--- src/rtl/pipe_skid_ctrl.sv ---
// rtl/pipe_skid_ctrl.sv - ready/valid skid-buffered pipeline stage controller
//
// Two enable-DFF register walls, MAIN and SKID, sequenced so the stage
// sustains one transfer per cycle under back-pressure while in_ready is a
// decode of registered state only (no combinational out_ready -> in_ready).
//
// Ports:
//   clk        rising-edge clock
//   reset      synchronous, active-low reset (0 = reset)
//   flush      synchronous squash of all held entries
//   in_valid   producer has payload
//   in_ready   stage can accept this cycle (from registered state)
//   in_data    producer payload, WIDTH bits
//   out_valid  MAIN holds valid payload
//   out_ready  consumer accepts this cycle
//   out_data   MAIN wall contents, WIDTH bits
//   occupancy  number of held entries, 0..2

module pipe_skid_ctrl #(
  parameter int WIDTH = 71
) (
  input  logic             clk,
  input  logic             reset,
  input  logic             flush,
  input  logic             in_valid,
  output logic             in_ready,
  input  logic [WIDTH-1:0] in_data,
  output logic             out_valid,
  input  logic             out_ready,
  output logic [WIDTH-1:0] out_data,
  output logic [1:0]       occupancy
);

  // Plain 2-bit encoding so the unused code 3 stays reachable for recovery.
  localparam logic [1:0] EMPTY = 2'd0;
  localparam logic [1:0] HALF  = 2'd1;
  localparam logic [1:0] FULL  = 2'd2;

  logic [1:0]       state_q;
  logic [1:0]       state_d;
  logic [WIDTH-1:0] main_q;
  logic [WIDTH-1:0] skid_q;

  logic main_en;
  logic skid_en;
  logic main_from_skid;
  logic squash;
  logic in_fire;
  logic out_fire;

  assign squash   = !reset || flush;
  assign in_fire  = in_valid && in_ready;
  assign out_fire = out_valid && out_ready;

  // State register.
  always_ff @(posedge clk) begin
    if (!reset) begin
      state_q <= EMPTY;
    end else begin
      state_q <= state_d;
    end
  end

  // Next-state logic.
  always_comb begin
    state_d = state_q;
    case (state_q)
      EMPTY: if (in_fire) state_d = HALF;
      HALF: begin
        if (in_fire && !out_fire) begin
          state_d = FULL;
        end else if (!in_fire && out_fire) begin
          state_d = EMPTY;
        end
      end
      FULL:    if (out_fire) state_d = HALF;
      default: state_d = EMPTY;
    endcase
    if (squash) state_d = EMPTY;
  end

  // Output logic: status decodes and wall enables.
  always_comb begin
    out_valid      = (state_q != EMPTY);
    in_ready       = (state_q != FULL);
    occupancy      = (state_q == FULL) ? 2'd2 : ((state_q == HALF) ? 2'd1 : 2'd0);
    main_en        = 1'b0;
    skid_en        = 1'b0;
    main_from_skid = 1'b0;
    case (state_q)
      EMPTY: main_en = in_fire;
      HALF: begin
        // Draining and filling together keeps SKID untouched.
        main_en = in_fire && out_fire;
        skid_en = in_fire && !out_fire;
      end
      FULL: begin
        main_en        = out_fire;
        main_from_skid = 1'b1;
      end
      default: ;
    endcase
    // A squashed cycle must not disturb the walls.
    if (squash) begin
      main_en = 1'b0;
      skid_en = 1'b0;
    end
  end

  // Data walls: no reset, written only under controller enables.
  always_ff @(posedge clk) begin
    if (main_en) main_q <= main_from_skid ? skid_q : in_data;
    if (skid_en) skid_q <= in_data;
  end

  assign out_data = main_q;

endmodule

--- config.mk ---
export PLATFORM = sky130hd
export DESIGN_NAME = pipe_skid_ctrl
export DESIGN_NICKNAME = d
export VERILOG_FILES = /design/src/rtl/pipe_skid_ctrl.sv
export SDC_FILE = /design/constraint.sdc
export NUM_CORES = 1
export LEC_CHECK = 0
export BUFFER_PORTS_ARGS = -buffer_cell sky130_fd_sc_hd__buf_4
export CAP_MARGIN = 0
export CORE_MARGIN = 4
export CORE_UTILIZATION = 30
export DETAILED_ROUTE_END_ITERATION = 7
export GPL_ROUTABILITY_DRIVEN = 0
export HOLD_SLACK_MARGIN = 0.15
export PLACE_DENSITY = 0.58
export SLEW_MARGIN = 20
export SYNTH_ARGS = -nofsm -noshare
export SYNTH_HDL_FRONTEND = slang
export SYNTH_SLANG_ARGS = --single-unit
--- constraint.sdc ---
create_clock -name clk -period 7.17 [get_ports clk]
set_input_delay 1.7925 -clock clk [delete_from_list [all_inputs] [get_ports clk]]
set_output_delay 1.7925 -clock clk [all_outputs]
set_load 0.01 [all_outputs]
==> results by group <==
Outcome
  – Outcome: complete, no violations

Global route
  – Grt peak-use layer: met2
  – GR Util All Layers: 0.117
  – Grt met1 use: 0.148
  – Met3 usage: 0.0507
  – Largest net degree at the start of global routing: 74
  – Number of antenna violations at the first check in global routing: 0
  – Grt ovf: 0
  – Vias in the first global route: 3467
  – Global-route wire length before repair: 18200 um
  – Met2 Use GR: 0.175

CTS
  – Clock Tree Root: clkbuf_16
  – Setup Fix Bufs, Post-CTS: 0
  – CTS Sinks: 144
  – Clock transition at path regs: 0.05 ns
  – Clk buf depth: 2
  – CTS buffer count: 17
  – CTS tree: yes
  – Post-cts sizing count: 0
  – Worst-Skew Late Latency: 0.41 ns
  – H-tree Lvls: 4
  – Hold-fix buffers, CTS: 0

Timing
  – Setup TNS: 0 ns
  – F_max: 262 MHz
  – Final Cycle Share: 0.531
  – Worst slew pin tran: 1.04 ns
  – Final Max Slew Viols: 0
  – Tmin final: 3.81 ns
  – Final setup vio count: 0
  – Hold Vio Cnt, Final: 0
  – RSZ-0062 raised after global routing: no
  – Fin Clk Skew: 0.00754 ns
  – Max-Slew Margin vs Limit: 0.305

Pwr
  – Leak Pwr: 3.00 nW
  – Max IR drop VDD: 0.000154 V
  – Pwr Density: 265 nW/um^2
  – Pwr Total: 1.94 mW

Synthesis
  – Part of the Yosys area used for sequential elements: 0.795
  – Top post-synthesis cells by area: edfxtp_1 (79%), nand2_1 (15%), buf_6 (1.7%), buf_4 (1.2%), dfxtp_1 (0.74%)
  – Number of flops mapped to enable cells by yosys: 142
  – Ys async rst share: 0
  – Mapped Cells: 397
  – Avg Synthesized Cell Area: 13.6 um^2
  – Distinct cells, synth: 18
  – Yosys top cell by area: edfxtp_1
  – Post-synth top cells: nand2_1 (216), edfxtp_1 (142), buf_4 (9)
  – Ys flop type: edfxtp_1
  – Synthesized Nets: 475
  – Synth warnings: 0
  – FF+latch count, synth: 144
  – Post-synth top area share: 0.788
  – Top-count cell post-synth: nand2_1
  – Synthesized cell area: 5410 um^2

Critical path
  – Crit-path max cell delay: 0.78 ns
  – CP startpoint kind: input pin
  – Crit-path cells: buf_4 > and2_1 > inv_1 > ha_1 > nand2_1 > nor2_4 > buf_4
  – Data required, critical path: 7.21 ns
  – CP most frequent cell: buf_4
  – Crit path DAT: 3.85 ns
  – Setup CP Type: input pin to register
  – Critical path's slowest cell: nor2_4
  – Crit end category: register
  – Maximum fanout along the worst path: 37

Floorplan
  – Starting Density: 0.310
  – Die Y-Extent: 142 um
  – Core Region: 17500 um^2
  – Die X: 142 um
  – FP Rows: 48
  – Die ar.: 20300 um^2
  – I/O pin cnt: 151

Cells and area
  – Layout cells sized above 1: 0.329
  – Number of fill cells in the layout: 1649
  – Antenna diode count: 0
  – Nets: 631
  – Area added between synthesis and finish: 35.1%

Routing
  – Wire per inst: 14.6 um
  – Routed WL: 11500 um
  – Vias/cell: 4.25
  – DR iter-0 viols: 187
  – Final ANT Viol Nets: 0
  – First drt pass iteration count: 5
  – Routed vias: 3362
  – DR DRC count: 0

Place
  – Dpl hpwl: 7610 um
  – PortBufs: 150

Flow run
  – Max-capacitance violation count: 0

Worst hold path
  – Type of the worst min-delay path: register to register
[cell families (layout without fill, tap and decap cells)]
| logic type | after synthesis | count (layout) | synth area share |
|---|---|---|---|
| adders and majority gates | 2 | 2 | 0.00462 |
| DFF | 144 | 144 | 0.795 |
| buffers and inverters | 19 | 188 | 0.0305 |
| AOI/OAI and AO/OA | 7 | 7 | 0.00855 |
| and+or+nand+nor | 225 | 225 | 0.161 |
[metal layers]
layer  up-vias  share of wire
met1      1569           0.43
met3        12          0.092
met2       122           0.46
met4         0          0.015
met5         -              0
li1       1659              -
[worst max-delay path, delay by kind of cell]
kind / cells / cell delay [ns]
fa+ha+maj: 1 / 0.19
buf+inv: 3 / 0.77
simple gates: 3 / 1.04
[worst paths after layout]
path	startpoint	endpoint	slack, ns	cells after the start
setup / recovery	out_ready	skid_q[25]	3.36	7
hold / removal	skid_q[1]	out_data[1]	0.51	2
setup reg to reg	state_q[0]	skid_q[25]	4.12	7
hold reg to reg	skid_q[1]	out_data[1]	0.51	2
[flip-flops by register name (all words and copies together) (netlist names)]
register and flops:
state_q 2, out_data 71, skid_q 71
[layout by cell type, fill, tap and decap left out, drive strengths merged, types with 2 or more instances in the layout]
master,instances
inv,2
buf,154
clkinv,9
a21o,2
clkbuf,19
a21oi,3
edfxtp,142
dfxtp,2
and2,2
ha,2
nand2b,3
nand2,216
bufinv,4
[cell type report]
type	instances	area (um^2)	share of cell area
Inverter	2	7.51	0.00103
Multi-Input combinational cell	234	963	0.132
Clock inverter	13	169	0.0231
Tap cell	225	282	0.0385
Timing Repair Buffer	154	1160	0.158
Clock buffer	19	433	0.0592
Sequential cell	144	4300	0.588
[where the power goes]
group	total (mW)	switching [mW]	internal [mW]
combinational	0.0982	0.0471	0.0511
sequential	0.949	0.00474	0.944
clock	0.893	0.316	0.576
total	1.94	0.368	1.57
[per-stage QoR]
stage | setup WS, ns | cells | cell area [um^2] | hold WS, ns | utilization
final | 3.36 | 791 | 7310 | 0.506 | 0.419
after floorplan | 0.895 | 397 | 5410 | 0.484 | -
after CTS | 3.40 | 791 | 7310 | 0.511 | 0.419
after detailed placement | 2.96 | 759 | 6710 | 0.494 | 0.384
after global routing | 3.20 | 791 | 7310 | 0.522 | 0.419
after global placement | 3.09 | 759 | 6710 | 0.490 | 0.384
(Power assumes the default switching activity.)
